**src/rtl/timer_regs_pkg.sv**
```systemverilog
// ---------------------------------------------------------------------------
// timer_regs_pkg
//  Shared constants for the timer bus register front end: register byte
//  addresses, CTRL bit positions and a byte-extract helper used by the
//  read-data muxes.
// ---------------------------------------------------------------------------
package timer_regs_pkg;

   // Register byte addresses (5-bit bus address space)
   localparam logic [4:0] ADDR_CTRL     = 5'h00;
   localparam logic [4:0] ADDR_STATUS   = 5'h01;
   localparam logic [4:0] ADDR_IRQ_EN   = 5'h02;
   localparam logic [4:0] ADDR_CMP_BASE = 5'h08;
   localparam logic [4:0] ADDR_CNT_BASE = 5'h10;

   // CTRL bit positions
   localparam int CTRL_EN_BIT  = 0;
   localparam int CTRL_CLR_BIT = 1;
   localparam int CTRL_PER_BIT = 2;

   // Byte index whose write commits the compare shadow
   localparam logic [2:0] CMP_COMMIT_BYTE = 3'd7;

   // Byte idx of a 64-bit word; callers zero-extend narrower words so
   // unimplemented bytes read back as 0.
   function automatic logic [7:0] byte_of(input logic [63:0] v, input logic [2:0] idx);
      return v[idx*8 +: 8];
   endfunction

endpackage

```
**src/rtl/timer_regs_bytelane.sv**
```systemverilog
// ---------------------------------------------------------------------------
// timer_regs_bytelane
//  W-bit register writable one byte at a time or loaded as a whole word.
//  Used both as the compare shadow (byte writes) and the count snapshot
//  (whole-word load).
// Ports
//  clock, reset    rising-edge clock, async active-high reset
//  byte_we_i       write byte_wdata_i into byte byte_sel_i
//  byte_sel_i      byte index; indices >= W/8 are ignored
//  byte_wdata_i    byte write data
//  load_i          load load_data_i into the whole word (wins over byte write)
//  load_data_i     whole-word load data
//  word_q_o        registered word
// ---------------------------------------------------------------------------
module timer_regs_bytelane #(
   parameter int W = 64
) (
   input  logic         clock,
   input  logic         reset,
   input  logic         byte_we_i,
   input  logic [2:0]   byte_sel_i,
   input  logic [7:0]   byte_wdata_i,
   input  logic         load_i,
   input  logic [W-1:0] load_data_i,
   output logic [W-1:0] word_q_o
);

   localparam int NB = W / 8;

   logic [W-1:0] word_q, word_d;

   always_comb begin
      word_d = word_q;
      if (load_i) begin
         word_d = load_data_i;
      end else if (byte_we_i) begin
         for (int b = 0; b < NB; b++) begin
            if (byte_sel_i == 3'(b)) word_d[b*8 +: 8] = byte_wdata_i;
         end
      end
   end

   always_ff @(posedge clock or posedge reset) begin
      if (reset) word_q <= '0;
      else       word_q <= word_d;
   end

   assign word_q_o = word_q;

endmodule

```
**src/rtl/timer_bus_regs.sv**
```systemverilog
// ---------------------------------------------------------------------------
// timer_bus_regs
//  Bus-side register front end for the SoC timer. CPU writes drive the
//  timer control byte and a double-buffered compare value; reads of the
//  count return an atomic snapshot latched on the byte-0 read. Rising
//  edges of the timer's match level set a sticky, maskable interrupt.
//
//  Optional feature macro: TIMER_REGS_PERIODIC_EN
//   defined   : CTRL<2> (periodic) is rw; each captured match edge also
//               pulses control_reg[1] so the timer restarts from 0.
//   undefined : CTRL<2> reads 0, writes ignored, no hardware clears.
//
// Ports
//  clock, reset          rising-edge clock, async active-high reset
//  bus_req/we/addr/wdata one-cycle access strobe, direction, address, data
//  bus_rdata, bus_ack    read data + ack, exactly one cycle after bus_req
//  control_reg           <0> enable, <1> one-cycle clear pulse
//  timer_compare_value   committed compare value
//  timer_value           live count from the timer
//  timer_compare_match   registered equality level from the timer
//  irq                   registered pending & irq_en
// ---------------------------------------------------------------------------
module timer_bus_regs
   import timer_regs_pkg::*;
#(
   parameter int COUNT_WIDTH = 64,
   parameter int ADDR_WIDTH  = 5
) (
   input  logic                   clock,
   input  logic                   reset,
   input  logic                   bus_req,
   input  logic                   bus_we,
   input  logic [ADDR_WIDTH-1:0]  bus_addr,
   input  logic [7:0]             bus_wdata,
   output logic [7:0]             bus_rdata,
   output logic                   bus_ack,
   output logic [7:0]             control_reg,
   output logic [COUNT_WIDTH-1:0] timer_compare_value,
   input  logic [COUNT_WIDTH-1:0] timer_value,
   input  logic                   timer_compare_match,
   output logic                   irq
);

   localparam int NUM_BYTES = COUNT_WIDTH / 8;

   localparam logic [ADDR_WIDTH-1:0] A_CTRL   = ADDR_WIDTH'(ADDR_CTRL);
   localparam logic [ADDR_WIDTH-1:0] A_STATUS = ADDR_WIDTH'(ADDR_STATUS);
   localparam logic [ADDR_WIDTH-1:0] A_IRQ_EN = ADDR_WIDTH'(ADDR_IRQ_EN);
   localparam logic [ADDR_WIDTH-1:0] A_CMP    = ADDR_WIDTH'(ADDR_CMP_BASE);
   localparam logic [ADDR_WIDTH-1:0] A_CNT    = ADDR_WIDTH'(ADDR_CNT_BASE);

   // ------------------------------------------------------------------
   // Decode
   // ------------------------------------------------------------------
   logic       wr, rd, cmp_hit, cnt_hit;
   logic       ctrl_wr, status_w1c, irq_en_wr, commit;
   logic [2:0] byte_sel;

   assign wr       = bus_req &  bus_we;
   assign rd       = bus_req & ~bus_we;
   assign byte_sel = bus_addr[2:0];
   assign cmp_hit  = (bus_addr[ADDR_WIDTH-1:3] == A_CMP[ADDR_WIDTH-1:3]);
   assign cnt_hit  = (bus_addr[ADDR_WIDTH-1:3] == A_CNT[ADDR_WIDTH-1:3]);

   assign ctrl_wr    = wr & (bus_addr == A_CTRL);
   assign status_w1c = wr & (bus_addr == A_STATUS) & bus_wdata[0];
   assign irq_en_wr  = wr & (bus_addr == A_IRQ_EN);
   assign commit     = wr & cmp_hit & (byte_sel == CMP_COMMIT_BYTE);

   // ------------------------------------------------------------------
   // Compare shadow and count snapshot
   // ------------------------------------------------------------------
   logic [COUNT_WIDTH-1:0] shadow_q, snap_q, cmp_commit, cmp_q;

   timer_regs_bytelane #(.W(COUNT_WIDTH)) u_cmp_shadow (
      .clock        (clock),
      .reset        (reset),
      .byte_we_i    (wr & cmp_hit),
      .byte_sel_i   (byte_sel),
      .byte_wdata_i (bus_wdata),
      .load_i       (1'b0),
      .load_data_i  ('0),
      .word_q_o     (shadow_q)
   );

   // Snapshot is taken on the byte-0 read so bytes 1..7 never tear.
   timer_regs_bytelane #(.W(COUNT_WIDTH)) u_cnt_snap (
      .clock        (clock),
      .reset        (reset),
      .byte_we_i    (1'b0),
      .byte_sel_i   (byte_sel),
      .byte_wdata_i (bus_wdata),
      .load_i       (rd & cnt_hit & (byte_sel == 3'd0)),
      .load_data_i  (timer_value),
      .word_q_o     (snap_q)
   );

   // The top byte arrives with the committing write itself, so it is
   // merged from bus_wdata rather than from the (not yet updated) shadow.
   always_comb begin
      cmp_commit = shadow_q;
      if (NUM_BYTES == 8) cmp_commit[COUNT_WIDTH-1 -: 8] = bus_wdata;
   end

   // ------------------------------------------------------------------
   // Control, status, interrupt
   // ------------------------------------------------------------------
   logic enable_q, enable_d;
   logic clear_q, clear_d;
   logic pending_q, pending_d;
   logic irq_en_q, irq_en_d;
   logic match_prev_q, match_rise;
   logic irq_q;
   logic ack_q;
   logic [7:0] rdata_q, rdata_d;
   logic periodic, hw_clear;

   assign match_rise = timer_compare_match & ~match_prev_q;

`ifdef TIMER_REGS_PERIODIC_EN
   logic periodic_q, periodic_d;

   assign periodic_d = ctrl_wr ? bus_wdata[CTRL_PER_BIT] : periodic_q;

   always_ff @(posedge clock or posedge reset) begin
      if (reset) periodic_q <= 1'b0;
      else       periodic_q <= periodic_d;
   end

   assign periodic = periodic_q;
   assign hw_clear = match_rise & periodic_q;
`else
   assign periodic = 1'b0;
   assign hw_clear = 1'b0;
`endif

   assign enable_d = ctrl_wr ? bus_wdata[CTRL_EN_BIT] : enable_q;
   assign clear_d  = (ctrl_wr & bus_wdata[CTRL_CLR_BIT]) | hw_clear;
   assign irq_en_d = irq_en_wr ? bus_wdata[0] : irq_en_q;
   // A new match edge in the same cycle as a W1C keeps pending set.
   assign pending_d = match_rise | (pending_q & ~status_w1c);

   // ------------------------------------------------------------------
   // Read mux (registered into rdata_q alongside the ack)
   // ------------------------------------------------------------------
   always_comb begin
      rdata_d = '0;
      if (rd) begin
         if (bus_addr == A_CTRL) begin
            rdata_d[CTRL_EN_BIT]  = enable_q;
            rdata_d[CTRL_PER_BIT] = periodic;
         end else if (bus_addr == A_STATUS) begin
            rdata_d[0] = pending_q;
         end else if (bus_addr == A_IRQ_EN) begin
            rdata_d[0] = irq_en_q;
         end else if (cmp_hit) begin
            rdata_d = byte_of(64'(cmp_q), byte_sel);
         end else if (cnt_hit) begin
            rdata_d = (byte_sel == 3'd0) ? byte_of(64'(timer_value), 3'd0)
                                         : byte_of(64'(snap_q), byte_sel);
         end
      end
   end

   always_ff @(posedge clock or posedge reset) begin
      if (reset) begin
         ack_q        <= 1'b0;
         rdata_q      <= '0;
         enable_q     <= 1'b0;
         clear_q      <= 1'b0;
         pending_q    <= 1'b0;
         irq_en_q     <= 1'b0;
         match_prev_q <= 1'b0;
         irq_q        <= 1'b0;
         cmp_q        <= '0;
      end else begin
         ack_q        <= bus_req;
         rdata_q      <= rdata_d;
         enable_q     <= enable_d;
         clear_q      <= clear_d;
         pending_q    <= pending_d;
         irq_en_q     <= irq_en_d;
         match_prev_q <= timer_compare_match;
         irq_q        <= pending_q & irq_en_q;
         if (commit) cmp_q <= cmp_commit;
      end
   end

   assign bus_ack             = ack_q;
   assign bus_rdata           = rdata_q;
   assign control_reg         = {6'b0, clear_q, enable_q};
   assign timer_compare_value = cmp_q;
   assign irq                 = irq_q;

endmodule
```
**config.mk**
```make
export PLATFORM = sky130hd
export DESIGN_NAME = timer_bus_regs
export DESIGN_NICKNAME = d
export VERILOG_FILES = /design/src/rtl/timer_regs_pkg.sv /design/src/rtl/timer_regs_bytelane.sv /design/src/rtl/timer_bus_regs.sv
export SDC_FILE = /design/constraint.sdc
export NUM_CORES = 1
export LEC_CHECK = 0
export ABC_AREA = 1
export BUFFER_PORTS_ARGS = -buffer_cell sky130_fd_sc_hd__buf_4
export CORE_ASPECT_RATIO = 1.75
export CORE_MARGIN = 2
export CORE_UTILIZATION = 50
export CTS_CLUSTER_DIAMETER = 80
export DETAILED_ROUTE_END_ITERATION = 6
export PLACE_DENSITY = 0.76
export RECOVER_POWER = 50
export SLEW_MARGIN = 25
export SYNTH_ARGS = -nofsm -noshare
export SYNTH_HDL_FRONTEND = slang
export SYNTH_SLANG_ARGS = --single-unit
export TNS_END_PERCENT = 50
```
**constraint.sdc**
```tcl
create_clock -name clock -period 5 [get_ports clock]
set_input_delay 0 -clock clock [delete_from_list [all_inputs] [get_ports clock]]
set_output_delay 0 -clock clock [all_outputs]
set_load 0.02 [all_outputs]
```
[After elaboration in Yosys (flattened, before gate mapping)]
Index checks and enable logic that the tools add are counted.
Cells by class
  equal/unequal tests: 11
  shift-type cells: 2
  multiplexer cells: 12
  bitwise gates (word level): 18
  reductions and logical operators: 9
Operators with widths (number)
  indexed part select 64 x 7 -> 8 bit: 2
  2-to-1 mux 8 bit: 4
  bitwise AND 1 bit: 14
  2-to-1 mux 7 bit: 2
  AND reduction 2 bit: 7
  equality test 3 bit, second input constant: 4
  equality test 3 x 2 -> 1 bit, second input constant: 2
  equality test 5 x 1 -> 1 bit, second input constant: 1
  equality test 5 x 2 -> 1 bit, second input constant: 1
  logical NOT 5 bit: 1
  2-to-1 mux 1 bit: 5
  2-to-1 mux 5 bit: 1
  equality test 3 x 1 -> 1 bit, second input constant: 1
  logical NOT 3 bit: 1
  NOT 1 bit: 3
  equality test 2 x 1 -> 1 bit, second input constant: 1
  equality test 2 bit, second input constant: 1
  OR 1 bit: 1
Storage, ports and cells
  flip-flop bits (word level): 199
  input port bits: 82
  output and inout bits: 82

[Depth between registers and ports, before layout]
  word-level depth: 8
  gate-level depth with buffers: 13
  gate-level depth less buffers: 12

[Cells and area by module]
A second synthesis with hierarchy kept.
Unflattened totals
  cells, all modules: 1405
  area, all modules: 10727.8 sq um
Modules (own cells, without submodules)
  timer_regs_bytelane: times used 2, cells each 436, area an instance 3174.3 sq um, sequential area each 1601.5 sq um
  timer_bus_regs: times used 1, cells each 533, area an instance 4379.2 sq um, sequential area each 1976.9 sq um

[Worst setup path after synthesis]
OpenSTA, ideal clock, no wires.
  kind: input -> register
  from: input port bus_addr[1]
  to: register u_cnt_snap.word_q[14] (netlist: u_cnt_snap.word_q_o[14])
  arrival time: 1.031 ns
  slack: 3.844 ns
  stages: 7
  buffers on the path: 2
  cell sequence: buf_4 > nor2_2 > nand2_2 > nor2_8 > nand2_8 > buf_6 > mux2_4
Between the ends
  word-level cells in the longest chain between the ends: 2
Ends and longest elaborated chain
  from (decl): line timer_bus_regs.sv:33  | input logic [ADDR_WIDTH-1:0] bus_addr,
  logical NOT 3 bit: line timer_bus_regs.sv:93  | .load_i (rd & cnt_hit & (byte_sel == 3'd0)),
  bitwise AND 1 bit: line timer_bus_regs.sv:93
  to (signal assigned): line timer_regs_bytelane.sv:45  | else word_q <= word_d;
  to (decl): line timer_regs_bytelane.sv:30  | logic [W-1:0] word_q, word_d;
No other way between the ends.
A chain may end at the register's enable or synchronous reset.

==> flow_results.xml <==
<?xml version="1.0" encoding="UTF-8"?>
<metrics>
  <group name="global_route">
    <metric name="gr-usage-met2" unit="%">46.8</metric>
    <metric name="antenna_found_initial" unit="">0</metric>
    <metric name="overflow" unit="">0</metric>
    <metric name="grt.total_usage" unit="%">27.1</metric>
    <metric name="grt-busiest-layer" unit="">met2</metric>
    <metric name="groute.layer.met1.usage" unit="%">32.5</metric>
    <metric name="grt_first_pass_wirelength" unit="um">36500</metric>
    <metric name="groute.layer.met3.usage" unit="%">4.19</metric>
    <metric name="grt_start_max_net_pins" unit="">192</metric>
    <metric name="grt_pass1_vias" unit="">6704</metric>
  </group>
  <group name="timing">
    <metric name="timing.max_slew.rel_slack" unit="%">-100</metric>
    <metric name="final_min_period_over_clock_period" unit="%">59.9</metric>
    <metric name="setup_viol_count_final" unit="">0</metric>
    <metric name="final-max-slew-violation-count" unit="">54</metric>
    <metric name="fin_setup_tns" unit="ps">0</metric>
    <metric name="finalHoldViolCount" unit="">0</metric>
    <metric name="worst_clock_skew" unit="ps">11.4</metric>
    <metric name="grt_setup_unrepaired" unit="">no</metric>
    <metric name="timing_worst_slew_pin_value" unit="ps">3000</metric>
    <metric name="post-route-min-period" unit="ps">2990</metric>
    <metric name="finalWorstSetupSlack" unit="ps">2010</metric>
    <metric name="fmax" unit="MHz">334</metric>
  </group>
  <group name="detailed_routing">
    <metric name="drt_pre_antenna_iters" unit="">5</metric>
    <metric name="drc" unit="">0</metric>
    <metric name="routed_via_density" unit="">5.28</metric>
    <metric name="wire_length_reported_by_the_detailed_router" unit="um">24000</metric>
    <metric name="drt.antenna.violating_nets" unit="">0</metric>
    <metric name="dr_total_vias" unit="">6624</metric>
    <metric name="drt_iter0_drc" unit="">491</metric>
    <metric name="routedWlPerCell" unit="um">19.2</metric>
  </group>
  <group name="placement">
    <metric name="place.detailed.hpwl" unit="um">15400</metric>
    <metric name="postPlaceCellArea" unit="sq mm">0.00968</metric>
    <metric name="gpl.final_weighted_congestion" unit="">0.917</metric>
    <metric name="port_buffers" unit="">157</metric>
    <metric name="dp_worst_setup_slack" unit="ps">2300</metric>
  </group>
  <group name="power">
    <metric name="power.share.combinational" unit="%">16.1</metric>
    <metric name="static-leakage-power" unit="uW">0.00545</metric>
    <metric name="p_seq_share" unit="%">48.5</metric>
    <metric name="p_int" unit="uW">2720</metric>
    <metric name="maximum_vdd_drop" unit="mV">0.183</metric>
    <metric name="power-per-cell-area" unit="mW/mm^2">355</metric>
    <metric name="power_frac_clock" unit="%">35.4</metric>
    <metric name="switchingPower" unit="uW">1090</metric>
    <metric name="p_sw_share" unit="%">28.5</metric>
  </group>
  <group name="yosys">
    <metric name="part_of_the_yosys_area_used_for_sequential_elements" unit="%">56.0</metric>
    <metric name="dominantRegCellSynth" unit="">sky130_fd_sc_hd__dfrtp_1</metric>
    <metric name="synthArstFlopShare" unit="%">100</metric>
    <metric name="synth.ff_latch_count" unit="">191</metric>
    <metric name="synth_warnings" unit="">0</metric>
    <metric name="yosys.cell_types.count" unit="">35</metric>
    <metric name="synthesis.instances" unit="">801</metric>
    <metric name="number_of_flops_mapped_to_enable_cells_by_yosys" unit="">0</metric>
    <metric name="synth_area" unit="sq mm">0.00853</metric>
    <metric name="syn_avg_cell_area" unit="sq um">10.6</metric>
  </group>
  <group name="clocking">
    <metric name="worst_setup_hold_path_clk_slew" unit="ps">70</metric>
    <metric name="cts_inserted_buffers" unit="">17</metric>
    <metric name="clockRootBuffer" unit="">sky130_fd_sc_hd__clkbuf_16</metric>
    <metric name="cts_repair_resize_count" unit="">0</metric>
    <metric name="clock_sinks" unit="">191</metric>
    <metric name="cts_tree" unit="">yes</metric>
    <metric name="cts.path.max_buffers" unit="">2</metric>
    <metric name="clk-insertion-delay-late" unit="ps">430</metric>
    <metric name="h_tree_depth" unit="">4</metric>
  </group>
  <group name="die">
    <metric name="chipHeight" unit="um">177</metric>
    <metric name="design.portCount" unit="">164</metric>
    <metric name="core_region_area" unit="sq mm">0.0168</metric>
    <metric name="rows" unit="">63</metric>
    <metric name="initial_utilization" unit="%">50.8</metric>
    <metric name="design.die.area" unit="sq mm">0.0182</metric>
    <metric name="die_width" unit="um">103</metric>
  </group>
  <group name="worst_setup_path">
    <metric name="crit_path_frequent_cell" unit="">sky130_fd_sc_hd__clkbuf_1</metric>
    <metric name="cp_max_fo" unit="">138</metric>
    <metric name="critical-path-slowest-cell" unit="">sky130_fd_sc_hd__clkbuf_1</metric>
    <metric name="crit_path_max_cell_delay" unit="ps">2110</metric>
    <metric name="worst_setup_path_end_kind" unit="">async pin</metric>
    <metric name="worst_ep_required_time" unit="ps">5490</metric>
    <metric name="worstSetupStartpointType" unit="">primary input</metric>
    <metric name="crit_type" unit="">in -&gt; async</metric>
    <metric name="arrival" unit="ps">3480</metric>
    <metric name="critical_path.cell_chain" unit="">dlygate4sd3_1, clkbuf_1, clkinvlp_4, clkbuf_1, buf_16</metric>
  </group>
  <group name="finish">
    <metric name="nets" unit="">1096</metric>
    <metric name="syn_to_final_growth" unit="%">25.8</metric>
    <metric name="layout.cell_area.non_filler" unit="sq mm">0.0107</metric>
    <metric name="layout-drive-gt1-share" unit="%">21.1</metric>
    <metric name="count_of_inserted_antenna_diode_cells" unit="">0</metric>
  </group>
  <group name="run_status">
    <metric name="violated_checks" unit="">capacitance limit, slew limit</metric>
    <metric name="run_status" unit="">complete, but fails checks</metric>
  </group>
  <group name="run">
    <metric name="cap_violations" unit="">1</metric>
  </group>
  <group name="hold_path">
    <metric name="hp-class" unit="">in -&gt; reg</metric>
  </group>
</metrics>
==> final timing paths <==
| check | cells after the start | end | from | slack, ps |
|---|---|---|---|---|
| setup / recovery | 5 | u_cnt_snap.word_q_o[28]$_DFFE_PP0P_ | reset | 2010 |
| hold / removal | 5 | pending_q$_DFF_PP0_ | bus_addr[4] | 10 |
| setup reg to reg | 7 | bus_rdata[5]$_DFF_PP0_ | timer_compare_value[37]$_DFFE_PP0P_ | 3120 |
| hold reg to reg | 1 | pending_q$_DFF_PP0_ | match_prev_q$_DFF_PP0_ | 420 |
| max in group clock | 10 | bus_rdata[7]$_DFF_PP0_ | bus_addr[0] | 2860 |
| min in group asynchronous | 4 | u_cnt_snap.word_q_o[37]$_DFFE_PP0P_ | reset | 1270 |
==> power groups by stage <==
| stage | clock (uW) | combinational, uW | sequential, uW |
|---|---|---|---|
| finish | 1350 | 613 | 1840 |
| CTS | 1360 | 663 | 1840 |
| detailed placement | 0 | 611 | 1870 |
| global route | 1430 | 670 | 1860 |
| floorplan | 0 | 309 | 1910 |
| global placement | 0 | 600 | 1860 |
==> layer usage <==
metal | share of wire [%] | up-vias
met2 | 52 | 247
met3 | 4.9 | 61
met1 | 38 | 3251
met5 | 0 | -
met4 | 5.0 | 0
li1 | - | 3065
==> flip-flops by register name (all words and copies together), names as in the netlist, 8 cells and up <==
name	cells
timer_compare_value	64
u_cmp_shadow.word_q_o	56
u_cnt_snap.word_q_o	56
bus_rdata	8
==> cell usage after synthesis (5+ instances only) <==
cell type,instances,area (sq um)
sky130_fd_sc_hd__o22ai_1,5,31.3
sky130_fd_sc_hd__o2111ai_1,7,61.3
sky130_fd_sc_hd__mux2_4,57,856
sky130_fd_sc_hd__inv_1,52,195
sky130_fd_sc_hd__nand3_1,30,150
sky130_fd_sc_hd__buf_6,13,146
sky130_fd_sc_hd__dfrtp_1,191,4780
sky130_fd_sc_hd__mux2_2,31,349
sky130_fd_sc_hd__nand2_1,167,627
sky130_fd_sc_hd__buf_2,16,80.1
sky130_fd_sc_hd__buf_4,12,90.1
sky130_fd_sc_hd__o21ai_0,77,385
sky130_fd_sc_hd__nor2_1,57,214
sky130_fd_sc_hd__nand4_1,5,31.3
sky130_fd_sc_hd__inv_2,5,18.8
sky130_fd_sc_hd__a21oi_1,43,215
==> cell usage in the layout, fill, tap and decap left out, types with 2 or more instances in the layout <==
master | netlist | routed
sky130_fd_sc_hd__dlygate4sd3_1 | 0 | 73
sky130_fd_sc_hd__mux2_4 | 57 | 57
sky130_fd_sc_hd__o2111ai_1 | 7 | 7
sky130_fd_sc_hd__clkbuf_8 | 3 | 2
sky130_fd_sc_hd__clkinvlp_4 | 0 | 2
sky130_fd_sc_hd__nand3_1 | 30 | 30
sky130_fd_sc_hd__nor2_2 | 2 | 2
sky130_fd_sc_hd__nor2_8 | 2 | 2
sky130_fd_sc_hd__o21ai_0 | 77 | 77
sky130_fd_sc_hd__clkbuf_16 | 0 | 17
sky130_fd_sc_hd__inv_6 | 0 | 6
sky130_fd_sc_hd__a22oi_1 | 4 | 4
sky130_fd_sc_hd__conb_1 | 1 | 6
sky130_fd_sc_hd__a31oi_1 | 2 | 2
sky130_fd_sc_hd__inv_1 | 52 | 51
sky130_fd_sc_hd__a22o_1 | 2 | 2
sky130_fd_sc_hd__dfrtp_1 | 191 | 191
sky130_fd_sc_hd__clkbuf_1 | 2 | 81
sky130_fd_sc_hd__mux2_2 | 31 | 31
sky130_fd_sc_hd__nand2_1 | 167 | 167
sky130_fd_sc_hd__clkinv_2 | 0 | 2
sky130_fd_sc_hd__nand4_1 | 5 | 5
sky130_fd_sc_hd__nor2_1 | 57 | 57
sky130_fd_sc_hd__nor2_4 | 2 | 2
sky130_fd_sc_hd__a21oi_1 | 43 | 43
sky130_fd_sc_hd__o22ai_1 | 5 | 5
sky130_fd_sc_hd__o31ai_1 | 4 | 4
sky130_fd_sc_hd__buf_4 | 12 | 79
sky130_fd_sc_hd__inv_2 | 5 | 5
==> per-stage QoR <==
step / hold slack [ps] / std cells / total power (uW) / util, %
after floorplan: 31.4 / 806 / 2220 / -
after global placement: 127 / 1147 / 2460 / 57.7
after detailed placement: 129 / 1147 / 2480 / 57.7
after CTS: 4.70 / 1252 / 3870 / 65.5
after global routing: 46.5 / 1254 / 3960 / 63.9
final: 13.3 / 1254 / 3800 / 63.9
==> final cells by class <==
cell class	instances	area (sq um)
inverter	57	218
clock inverter	12	120
tap	227	284
clock buffer	20	457
sequential	191	4780
timing repair buffer	235	1680
fill	1319	6060
multi-input combinational	512	3190
==> worst max-delay path: cells and delay by family <==
kind / cells / cell delay (ps)
buffers and inverters: 5 / 3360
==> cell families after synthesis <==
kind of cell / count (synthesis) / share of synthesized area, %
AOI/OAI and AO/OA: 147 / 9.42
buffers and inverters: 103 / 6.79
DFF: 191 / 56.0
muxes: 88 / 14.1
other: 1 / 0.0440
and+or+nand+nor: 271 / 13.6
==> what timing repair did <==
item | 4_1_cts | 5_1_grt
endpoints found under the setup margin | 0 | 0
hold buffers | 73 | 0
hold endpoints to repair | 264 | 0
buffers inserted | 0 | 0
Power figures use the tool's default switching activity.
